==> src/rtl/spring_particle.sv <==
`default_nettype none
// ============================================================================
//  Module      : spring_particle
//  Description : One particle of a mass-spring mesh. Each step first applies
//                Verlet integration with an external force. It then visits the
//                coupled neighbours one at a time and accumulates a spring
//                plus damping acceleration for each. Last, the position is
//                clamped into [0, BOUND).
//                All datapath arithmetic is W-bit two's complement. The
//                neighbour stages share a single W x W multiplier and a
//                single signed divider.
//  Revision    : 1.0 - initial release
// ----------------------------------------------------------------------------
//  Ports
//    clk            : clock, all state changes on the rising edge
//    reset          : synchronous active-high reset
//    start          : request one simulation step (sampled in IDLE only)
//    force_x/_y     : signed external force per axis
//    nbr_x/_y       : packed neighbour positions, neighbour i at [i*W +: W]
//    nbr_vx/_vy     : packed neighbour velocities
//    busy           : high while a step is in progress
//    done           : one-cycle pulse when a step completes
//    x/y            : registered position
//    vel_x/vel_y    : registered velocity
// ============================================================================
module spring_particle #(
    parameter int N_NEIGH     = 3,
    parameter int W           = 16,
    parameter int FRAC        = 4,
    parameter int INIT_X      = 128,
    parameter int INIT_Y      = 128,
    parameter int REST        = 64,
    parameter int K_SHIFT     = 1,
    parameter int DAMP_SHIFT  = 2,
    parameter int FORCE_SHIFT = 8,
    parameter int BOUND       = 256,
    parameter int PINNED      = 0
) (
    input  logic                   clk,
    input  logic                   reset,
    input  logic                   start,
    input  logic signed [W-1:0]    force_x,
    input  logic signed [W-1:0]    force_y,
    input  logic [N_NEIGH*W-1:0]   nbr_x,
    input  logic [N_NEIGH*W-1:0]   nbr_y,
    input  logic [N_NEIGH*W-1:0]   nbr_vx,
    input  logic [N_NEIGH*W-1:0]   nbr_vy,
    output logic                   busy,
    output logic                   done,
    output logic signed [W-1:0]    x,
    output logic signed [W-1:0]    y,
    output logic signed [W-1:0]    vel_x,
    output logic signed [W-1:0]    vel_y
);

    localparam int KW = (N_NEIGH > 1) ? $clog2(N_NEIGH) : 1;

    localparam logic [KW-1:0]       C_K_LAST   = KW'(N_NEIGH - 1);
    localparam logic [KW-1:0]       C_K_ONE    = KW'(1);
    localparam logic signed [W-1:0] C_INIT_X   = W'(INIT_X);
    localparam logic signed [W-1:0] C_INIT_Y   = W'(INIT_Y);
    localparam logic signed [W-1:0] C_REST     = W'(REST);
    localparam logic signed [W-1:0] C_BOUND    = W'(BOUND);
    localparam logic signed [W-1:0] C_BOUND_M1 = W'(BOUND - 1);
    localparam logic signed [W-1:0] C_ONE      = W'(1);

    typedef enum logic [3:0] {
        IDLE  = 4'd0,
        INTEG = 4'd1,
        DX2   = 4'd2,
        DY2   = 4'd3,
        DIST  = 4'd4,
        UX    = 4'd5,
        UY    = 4'd6,
        DMX   = 4'd7,
        DMY   = 4'd8,
        ACCX  = 4'd9,
        ACCY  = 4'd10,
        CLAMP = 4'd11,
        DONE  = 4'd12
    } state_t;

    state_t            state_q, state_d;
    logic [KW-1:0]     k_q, k_d;

    // Particle state
    logic signed [W-1:0] px_q, px_d, pxo_q, pxo_d;
    logic signed [W-1:0] py_q, py_d, pyo_q, pyo_d;
    logic signed [W-1:0] vx_q, vx_d, vy_q, vy_d;
    logic signed [W-1:0] ax_q, ax_d, ay_q, ay_d;

    // Input snapshots taken when a step is accepted
    logic signed [W-1:0]  fx_q, fx_d, fy_q, fy_d;
    logic [N_NEIGH*W-1:0] snx_q, snx_d, sny_q, sny_d;
    logic [N_NEIGH*W-1:0] snvx_q, snvx_d, snvy_q, snvy_d;

    // Per-neighbour intermediates
    logic signed [W-1:0] dx_q, dx_d, dy_q, dy_d;
    logic signed [W-1:0] dx2_q, dx2_d, dy2_q, dy2_d;
    logic signed [W-1:0] d_q, d_d;
    logic signed [W-1:0] ux_q, ux_d, uy_q, uy_d;
    logic signed [W-1:0] dmx_q, dmx_d, dmy_q, dmy_d;

    // ------------------------------------------------------------------
    // Neighbour unpacking and selection of neighbour k
    // ------------------------------------------------------------------
    logic signed [W-1:0] w_nx_arr  [N_NEIGH];
    logic signed [W-1:0] w_ny_arr  [N_NEIGH];
    logic signed [W-1:0] w_nvx_arr [N_NEIGH];
    logic signed [W-1:0] w_nvy_arr [N_NEIGH];

    for (genvar gi = 0; gi < N_NEIGH; gi++) begin : g_unpack
        assign w_nx_arr[gi]  = snx_q[gi*W +: W];
        assign w_ny_arr[gi]  = sny_q[gi*W +: W];
        assign w_nvx_arr[gi] = snvx_q[gi*W +: W];
        assign w_nvy_arr[gi] = snvy_q[gi*W +: W];
    end

    logic signed [W-1:0] w_nx, w_ny, w_nvx, w_nvy;
    assign w_nx  = w_nx_arr[k_q];
    assign w_ny  = w_ny_arr[k_q];
    assign w_nvx = w_nvx_arr[k_q];
    assign w_nvy = w_nvy_arr[k_q];

    // ------------------------------------------------------------------
    // Verlet integration terms (fy is the negated y force)
    // ------------------------------------------------------------------
    logic signed [W-1:0] w_fy_neg, w_pxn, w_pyn, w_vxn, w_vyn;
    assign w_fy_neg = -fy_q;
    assign w_pxn    = (px_q <<< 1) - pxo_q + (ax_q >>> 2) + (fx_q >>> FORCE_SHIFT);
    assign w_pyn    = (py_q <<< 1) - pyo_q + (ay_q >>> 2) + (w_fy_neg >>> FORCE_SHIFT);
    assign w_vxn    = (w_pxn - px_q) >>> 1;
    assign w_vyn    = (w_pyn - py_q) >>> 1;

    // ------------------------------------------------------------------
    // Per-neighbour combinational terms
    // ------------------------------------------------------------------
    logic signed [W-1:0] w_dx, w_dy, w_dvx, w_dvy, w_d_sum, w_acc_term;
    logic                w_skip;
    assign w_dx       = px_q - w_nx;
    assign w_dy       = py_q - w_ny;
    assign w_dvx      = vx_q - w_nvx;
    assign w_dvy      = vy_q - w_nvy;
    assign w_d_sum    = dx2_q + dy2_q;
    assign w_skip     = w_d_sum[W-1] | (w_d_sum == '0);
    // Spring stretch plus damping, shared by ACCX and ACCY
    assign w_acc_term = ((d_q - C_REST) <<< K_SHIFT) + ((dmx_q + dmy_q) >>> DAMP_SHIFT);

    // ------------------------------------------------------------------
    // Shared multiplier: operands sign-extended to 2W, product shifted
    // arithmetically by FRAC and then truncated back to W.
    // ------------------------------------------------------------------
    logic signed [2*W-1:0] w_mul_a, w_mul_b;
    logic signed [W-1:0]   w_mul_w;

    always_comb begin
        w_mul_a = '0;
        w_mul_b = '0;
        case (state_q)
            DX2:  begin w_mul_a = (2*W)'(w_dx);       w_mul_b = (2*W)'(w_dx); end
            DY2:  begin w_mul_a = (2*W)'(w_dy);       w_mul_b = (2*W)'(w_dy); end
            DMX:  begin w_mul_a = (2*W)'(w_dvx);      w_mul_b = (2*W)'(ux_q); end
            DMY:  begin w_mul_a = (2*W)'(w_dvy);      w_mul_b = (2*W)'(uy_q); end
            ACCX: begin w_mul_a = (2*W)'(w_acc_term); w_mul_b = (2*W)'(ux_q); end
            ACCY: begin w_mul_a = (2*W)'(w_acc_term); w_mul_b = (2*W)'(uy_q); end
            default: ;
        endcase
    end

    assign w_mul_w = W'((w_mul_a * w_mul_b) >>> FRAC);

    // ------------------------------------------------------------------
    // Shared signed divider for the unit-vector terms. The divisor is
    // only consumed in UX/UY where d > 0 is guaranteed; the zero guard
    // just keeps the idle divider well defined.
    // ------------------------------------------------------------------
    logic signed [W-1:0] w_div_num, w_div_den, w_quot;
    assign w_div_num = (state_q == UY) ? (dy_q <<< FRAC) : (dx_q <<< FRAC);
    assign w_div_den = (d_q == '0) ? C_ONE : d_q;
    assign w_quot    = w_div_num / w_div_den;

    // ------------------------------------------------------------------
    // Next-state logic
    // ------------------------------------------------------------------
    always_comb begin
        state_d = state_q;
        k_d     = k_q;
        case (state_q)
            IDLE: begin
                if (start) begin
                    state_d = INTEG;
                    k_d     = '0;
                end
            end
            INTEG: begin
                k_d     = '0;
                state_d = (PINNED != 0) ? CLAMP : DX2;
            end
            DX2:  state_d = DY2;
            DY2:  state_d = DIST;
            DIST: begin
                if (!w_skip) begin
                    state_d = UX;
                end else if (k_q == C_K_LAST) begin
                    state_d = CLAMP;
                end else begin
                    state_d = DX2;
                    k_d     = k_q + C_K_ONE;
                end
            end
            UX:   state_d = UY;
            UY:   state_d = DMX;
            DMX:  state_d = DMY;
            DMY:  state_d = ACCX;
            ACCX: state_d = ACCY;
            ACCY: begin
                if (k_q == C_K_LAST) begin
                    state_d = CLAMP;
                end else begin
                    state_d = DX2;
                    k_d     = k_q + C_K_ONE;
                end
            end
            CLAMP:   state_d = DONE;
            DONE:    state_d = IDLE;
            default: state_d = IDLE;
        endcase
    end

    // ------------------------------------------------------------------
    // Datapath next-state
    // ------------------------------------------------------------------
    always_comb begin
        px_d   = px_q;   pxo_d  = pxo_q;
        py_d   = py_q;   pyo_d  = pyo_q;
        vx_d   = vx_q;   vy_d   = vy_q;
        ax_d   = ax_q;   ay_d   = ay_q;
        fx_d   = fx_q;   fy_d   = fy_q;
        snx_d  = snx_q;  sny_d  = sny_q;
        snvx_d = snvx_q; snvy_d = snvy_q;
        dx_d   = dx_q;   dy_d   = dy_q;
        dx2_d  = dx2_q;  dy2_d  = dy2_q;
        d_d    = d_q;
        ux_d   = ux_q;   uy_d   = uy_q;
        dmx_d  = dmx_q;  dmy_d  = dmy_q;

        case (state_q)
            IDLE: begin
                if (start) begin
                    fx_d   = force_x;
                    fy_d   = force_y;
                    snx_d  = nbr_x;
                    sny_d  = nbr_y;
                    snvx_d = nbr_vx;
                    snvy_d = nbr_vy;
                end
            end
            INTEG: begin
                pxo_d = px_q;
                px_d  = w_pxn;
                vx_d  = w_vxn;
                ax_d  = '0;
                pyo_d = py_q;
                py_d  = w_pyn;
                vy_d  = w_vyn;
                ay_d  = '0;
            end
            DX2: begin
                dx_d  = w_dx;
                dx2_d = w_mul_w;
            end
            DY2: begin
                dy_d  = w_dy;
                dy2_d = w_mul_w;
            end
            DIST: d_d   = w_d_sum;
            UX:   ux_d  = w_quot;
            UY:   uy_d  = w_quot;
            DMX:  dmx_d = w_mul_w;
            DMY:  dmy_d = w_mul_w;
            ACCX: ax_d  = ax_q + w_mul_w;
            ACCY: ay_d  = ay_q + w_mul_w;
            CLAMP: begin
                // A wall hit reflects the velocity at half magnitude
                if (px_q[W-1]) begin
                    px_d = '0;
                    vx_d = -(vx_q >>> 1);
                end else if (px_q >= C_BOUND) begin
                    px_d = C_BOUND_M1;
                    vx_d = -(vx_q >>> 1);
                end
                if (py_q[W-1]) begin
                    py_d = '0;
                    vy_d = -(vy_q >>> 1);
                end else if (py_q >= C_BOUND) begin
                    py_d = C_BOUND_M1;
                    vy_d = -(vy_q >>> 1);
                end
            end
            default: ;
        endcase
    end

    // ------------------------------------------------------------------
    // State registers
    // ------------------------------------------------------------------
    always_ff @(posedge clk) begin
        if (reset) begin
            state_q <= IDLE;
            k_q     <= '0;
            px_q    <= C_INIT_X;
            pxo_q   <= C_INIT_X;
            py_q    <= C_INIT_Y;
            pyo_q   <= C_INIT_Y;
            vx_q    <= '0;
            vy_q    <= '0;
            ax_q    <= '0;
            ay_q    <= '0;
            fx_q    <= '0;
            fy_q    <= '0;
            snx_q   <= '0;
            sny_q   <= '0;
            snvx_q  <= '0;
            snvy_q  <= '0;
            dx_q    <= '0;
            dy_q    <= '0;
            dx2_q   <= '0;
            dy2_q   <= '0;
            d_q     <= '0;
            ux_q    <= '0;
            uy_q    <= '0;
            dmx_q   <= '0;
            dmy_q   <= '0;
        end else begin
            state_q <= state_d;
            k_q     <= k_d;
            px_q    <= px_d;
            pxo_q   <= pxo_d;
            py_q    <= py_d;
            pyo_q   <= pyo_d;
            vx_q    <= vx_d;
            vy_q    <= vy_d;
            ax_q    <= ax_d;
            ay_q    <= ay_d;
            fx_q    <= fx_d;
            fy_q    <= fy_d;
            snx_q   <= snx_d;
            sny_q   <= sny_d;
            snvx_q  <= snvx_d;
            snvy_q  <= snvy_d;
            dx_q    <= dx_d;
            dy_q    <= dy_d;
            dx2_q   <= dx2_d;
            dy2_q   <= dy2_d;
            d_q     <= d_d;
            ux_q    <= ux_d;
            uy_q    <= uy_d;
            dmx_q   <= dmx_d;
            dmy_q   <= dmy_d;
        end
    end

    // ------------------------------------------------------------------
    // Outputs
    // ------------------------------------------------------------------
    assign busy  = (state_q != IDLE);
    assign done  = (state_q == DONE);
    assign x     = px_q;
    assign y     = py_q;
    assign vel_x = vx_q;
    assign vel_y = vy_q;

endmodule
`default_nettype wire

==> config.mk <==
export PLATFORM = sky130hd
export DESIGN_NAME = spring_particle
export DESIGN_NICKNAME = d
export VERILOG_FILES = /design/src/rtl/spring_particle.sv
export SDC_FILE = /design/constraint.sdc
export NUM_CORES = 2
export LEC_CHECK = 0
export CAP_MARGIN = 25
export CORE_UTILIZATION = 66
export CTS_CLUSTER_DIAMETER = 50
export DETAILED_ROUTE_END_ITERATION = 10
export PLACE_DENSITY = 0.94
export SLEW_MARGIN = 20
export SYNTH_ARGS = -nofsm -noshare
export SYNTH_HDL_FRONTEND = slang
export SYNTH_SLANG_ARGS = --single-unit
==> constraint.sdc <==
create_clock -name clk -period 110.3 [get_ports clk]
set_input_delay 22.06 -clock clk [delete_from_list [all_inputs] [get_ports clk]]
set_output_delay 22.06 -clock clk [all_outputs]
set_load 0.05 [all_outputs]
# ---- Word-level counts from Yosys, hierarchy flattened
# Cells that the tools add are included.
dict set report word_totals {
  in_bits 227
  output_inout_bits 66
  n_memories 0
  elab_cells 126
  ramBits 0
  mem_bits_ro 0
  ff_bits 494
  latch_bits 0
}
dict set report op_classes {
  shifts 0
  muxes 38
  n_lt_le_gt_ge 3
  n_addsub 22
  mul 1
  n_eq_ne 17
  bitwise_logic 2
  reduce_logical 15
  div 1
}
# op count
set op_table {}
lappend op_table {{two-way mux 16 bit} 14}
lappend op_table {{one-hot mux 16 bit (2 select lines)} 6}
lappend op_table {{one-hot mux 32 bit (5 select lines)} 1}
lappend op_table {{binary-select mux 16 bit (select 2 bit)} 4}
lappend op_table {{one-hot mux 32 bit (4 select lines)} 1}
lappend op_table {{subtractor 16 bit} 8}
lappend op_table {{adder 16 bit} 4}
lappend op_table {{two-way mux 15 bit} 4}
lappend op_table {{adder 16 x 14 -> 16 bit} 3}
lappend op_table {{one-hot mux 4 bit (12 select lines)} 1}
lappend op_table {{adder 16 x 8 -> 16 bit} 2}
lappend op_table {{greater-or-equal comparator 16 x 10 -> 1 bit (second input constant)} 2}
lappend op_table {{logical NOT 16 bit} 2}
lappend op_table {{multiplier 32 x 32 -> 20 bit} 1}
lappend op_table {{negation 15 -> 16 bit} 2}
lappend op_table {{equality test 4 bit (second input constant)} 5}
lappend op_table {{divider 16 x 16 -> 16 bit} 1}
lappend op_table {{equality test 4 x 3 -> 1 bit (second input constant)} 4}
lappend op_table {{negation 16 bit} 1}
lappend op_table {{subtractor 15 x 8 -> 15 bit (second input constant)} 1}
lappend op_table {{two-way mux 4 bit} 3}
lappend op_table {{equality test 4 x 2 -> 1 bit (second input constant)} 2}
lappend op_table {{one-hot mux 2 bit (4 select lines)} 1}
lappend op_table {{nonzero test 4 bit} 2}
lappend op_table {{14 further kinds} 24}

# ---- Depth between registers and ports, before layout
dict set report logic_depth {
  word_depth 9
  mapped_depth 180
  ltp_nobuf 169
}

# ---- Least setup slack after synthesis
# OpenSTA, ideal clock, no wires.
dict set report synth_timing {
  path_type {register to register}
  start {register d_q[6]}
  end {register ux_q[15]}
  path_slack_ns 75.631
  setup_ns 0.086
  n_path_buf 13
  required_ns 110.214
  stages_incl_launch_ff 173
  period_less_slack_ns 34.669
  arrival_ns 34.584
  path_cell_list {dfxtp_1 > clkbuf_1 > inv_1 > ha_1 > nor3b_2 > and3_1 > nand2_1 > nand2b_1 > inv_1 > clkbuf_1 > ha_1 > nand3_2 > o31ai_2 > xor2_2 > nand4_2 > a21o_1 > clkbuf_1 > nor2_1 > (+137 left out) > nand3_1 > nand2_1 > o221ai_1 > clkbuf_1 > mux2_2 > o22ai_1 > ha_1 > and4_1 > a221oi_1 > o211ai_1 > a21oi_1 > o21ai_0 > a221oi_1 > and2_1 > nand3_1 > o41ai_1 > xor2_1 > a211oi_1}
}
dict set report synth_via {
  elab_chain_cells 3
}
# item line_no
set synth_rtl {}
lappend synth_rtl {{start, declared} 100} ;# logic signed [W-1:0] d_q, d_d;
lappend synth_rtl {{start signal, assigned} 329} ;# d_q <= '0;
lappend synth_rtl {{start signal, assigned} 355} ;# d_q <= d_d;
lappend synth_rtl {{logical NOT 16 bit} 179} ;# assign w_div_den = (d_q == '0) ? C_ONE : d_q;
lappend synth_rtl {{two-way mux 16 bit (*)} 179}
lappend synth_rtl {{divider 16 x 16 -> 16 bit (*)} 180} ;# assign w_quot = w_div_num / w_div_den;
lappend synth_rtl {{end signal, assigned} 356} ;# ux_q <= ux_d;
lappend synth_rtl {{end, declared} 101} ;# logic signed [W-1:0] ux_q, ux_d, uy_q, uy_d;
# Mark *: on every way between the ends. The rest lies on a longest branch, timed or not.
# A chain may end at the register's enable or synchronous reset.

# ---- Worst setup path after layout
dict set report layout_timing {
  start {register d_q[6]}
  end {register uy_q[15]}
}
dict set report layout_via {
  elab_chain_cells 3
}
# item line_no
set layout_rtl {}
lappend layout_rtl {{logical NOT 16 bit} 179}
lappend layout_rtl {{two-way mux 16 bit (*)} 179}
lappend layout_rtl {{divider 16 x 16 -> 16 bit (*)} 180}
lappend layout_rtl {{end signal, assigned} 357} ;# uy_q <= uy_d;
lappend layout_rtl {{end, declared} 101}
# Marks and branches as above.

==> impl_results.md <==
* Max incr delay on CP at 0.73 ns
* Max-slew violations at 0
* GR Overflow Total at 0
* ANT nets after route at 0
* Clk pin slew, worst setup/hold paths at ~0.07 ns
* Clk root buf: clkbuf_16
* Data required time of the worst path at ~110 ns
* Routed len/inst at 21.1 microns
* Layout area overhead at 12.4%
* Syn_area_per_cell at 7.73 sq um
* Final GP Congestion at about 1
* Post-synth top cells: 927 x nand2_1, 592 x a21oi_1, 514 x nor2_1
* Max frequency at 25.3 MHz
* Count of hold-fix buffers inserted at cts at 0
* I/O pin cnt at about 290
* Class of the worst hold path: reg2reg
* Share of cells above drive strength 1 at under 10%
* Top Metal Used: met5
* Status: finished, final reports clean
* Synth top area cells: dfxtp_1 23%, ha_1 12%, fa_1 9.7%
* Initial core utilization at 67.2%
* First-pass GRT wire length at 218000 microns
* Fin nets at approximately 6.5k
* Sequential share of the synthesized area at 22.8%
* Number of global-route vias before repair at 41.2k
* Synth warn at 0
* Post-CTS Resized at 0
* CTS sink cnt at between 400 and 500
* #FFs+latches synth at 486
* Setup TNS at 0 ns
* RSZ-0062 raised after global routing: no
* CTS max path bufs at 3
* Core area at around 0.063 sq mm
* Layout Cells excl Fill at 6543
* Syn_nets at 6357
* Setup crit end kind: flop
* Total Routed Length at 138000 microns
* DRC at 0
* Slowest CP cell: xor2_2
* Htree depth at 2
* Share of synthesized registers carrying an async set or reset at 0%
* Final min period at 39.46 ns
* CTS tree: yes
* Port bufs at 284
* Total Routing Usage GR at 41.4%
* Vias at 41.8k
* Final number of hold-violating endpoints at 0
* Detailed-placement wirelength estimate at 103000 microns
* Rows at 92
* Placed Cells at ~6.4k
* Max Fanout on Critical Path at 24
* Antenna violations before repair at 4
* Initial DRT Pass Iterations at 8
* # Post-CTS Setup Buffers at 0
* Critical Path Start Type: flop
* Synth area leader: dfxtp_1
* Crit path kind: reg2reg
* Sequential Area at between 0.009 and 0.01 sq mm
* Distinct cells, synth at between 90 and 100
* Met2 wire length at 61900 microns
* Met3 WL post-DR at 14600 microns
* Worst-Margin Slew at 1.21 ns
* Final worst-path cycle share at 35.8%
* Endpoints failing setup at 0
* Vias per inst at roughly 6.4
* M1 WL at between 40000 and 50000 microns
* Post-synth top area share at 22.8%
* Fill cells at 4275
* Primary FF master, synth: dfxtp_1
* Maxcap violations at 0
* EDFF count, synth at 0
* Synth Instances at around 5.5k
* CP most frequent cell: o21a_1
* DR iter-0 viols at between 4k and 5k
* Critical Path AT at around 40 ns
* TritonCTS Buffers at 51
* Multi-input gate area at 0.0304 sq mm
* Final Skew at 0.0191 ns
* Die area at approximately 0.066 sq mm
* Die W at 256 microns
* Reg2Reg Setup Slack at 70.84 ns
* Most common cell in the netlist: nand2_1
* Syn Std Cell Area at 0.0426 sq mm
* Largest net degree at the start of global routing at approximately 230
* Die height at 256 microns
* Headroom to the max-slew limit at 18.9%
* Worst-Skew Late Latency at 0.63 ns
-- cells in the final DEF, fill, tap and decap left out, drive strengths merged, types with 30 or more instances in the layout --
cell type and instances:
nand3 72, nor3 141, fa 206, mux2i 99, clkdlybuf4s50 283, a21o 75
nand2 928, o21a 96, nor2b 57, mux2 49, nor2 515, a21oi 592
xor2 125, a31oi 39, nand2b 45, ha 413, clkbuf 67, a211oi 83
xnor2 203, dfxtp 486, o21bai 30, inv 428, buf 66, nor4 32
a22oi 47, o21ai 164
-- registers in the layout (all words and copies together), names as in the netlist, 12 cells and up --
name / flops
y: 16
x: 16
snvy_q: 48
pxo_q: 16
uy_q: 16
ax_q: 16
vel_x: 16
sny_q: 48
snvx_q: 48
dx_q: 12
dy_q: 12
snx_q: 48
dx2_q: 16
dmx_q: 16
dy2_q: 16
pyo_q: 16
dmy_q: 16
vel_y: 16
d_q: 16
fy_q: 16
ay_q: 16
ux_q: 16
-- critical path, delay by kind of cell, from the launching register on --
kind            cells  cell delay (ns)
compound gates     92            20.81
xor+xnor            2             1.19
fa+ha+maj          18             5.49
buf+inv             8             1.88
flops               1             0.42
mux                11             3.80
simple gates       30             5.62
-- per-layer routing --
metal  GRT usage [%]  vias up
li1                -    19100
met1            48.6    19700
met2            66.7     2409
met3            8.80      655
met4            30.9        2
met5               0        -
-- cell type report --
type                    count  share of cell area, %
multi-input cells        4347                   63.5
repair buffers            350                   7.00
well taps                 846                   2.21
clock buffers              66                   2.95
clock inverters            28                  0.677
flip-flops and latches    486                   20.3
diodes                      2                 0.0105
inverters                 418                   3.28
-- worst paths after layout --
path                                  from          to  depth (start not counted)
worst max-delay path                d_q[6]    uy_q[15]                        161
worst min-delay path            snvy_q[13]  snvy_q[13]                          2
worst max register to register      d_q[6]    uy_q[15]                        161
worst min register to register  snvy_q[13]  snvy_q[13]                          2
-- cells by family after synthesis --
group | synth area share [%]
AO/OA/AOI/OAI | 19.3
XOR/XNOR | 6.90
adder cells (fa/ha/maj) | 21.8
buffers and inverters | 5.99
flip-flops | 22.8
multiplexers | 3.64
AND/OR/NAND/NOR | 19.6
-- per-stage QoR --
step | hold slack [ns] | setup WS (ns) | utilization, % | instance area, sq um
floorplan | 0.432 | 75.63 | - | 42600
global placement | 0.441 | 73.23 | 72.7 | 46100
detailed placement | 0.446 | 71.94 | 72.7 | 46100
CTS | 0.454 | 71.70 | 75.5 | 47900
global route | 0.473 | 68.05 | 75.5 | 47900
finish | 0.454 | 70.84 | 75.5 | 47900
Power is not shown: default switching activity piles up to over one toggle a cycle in this logic, so the estimate is an artifact.
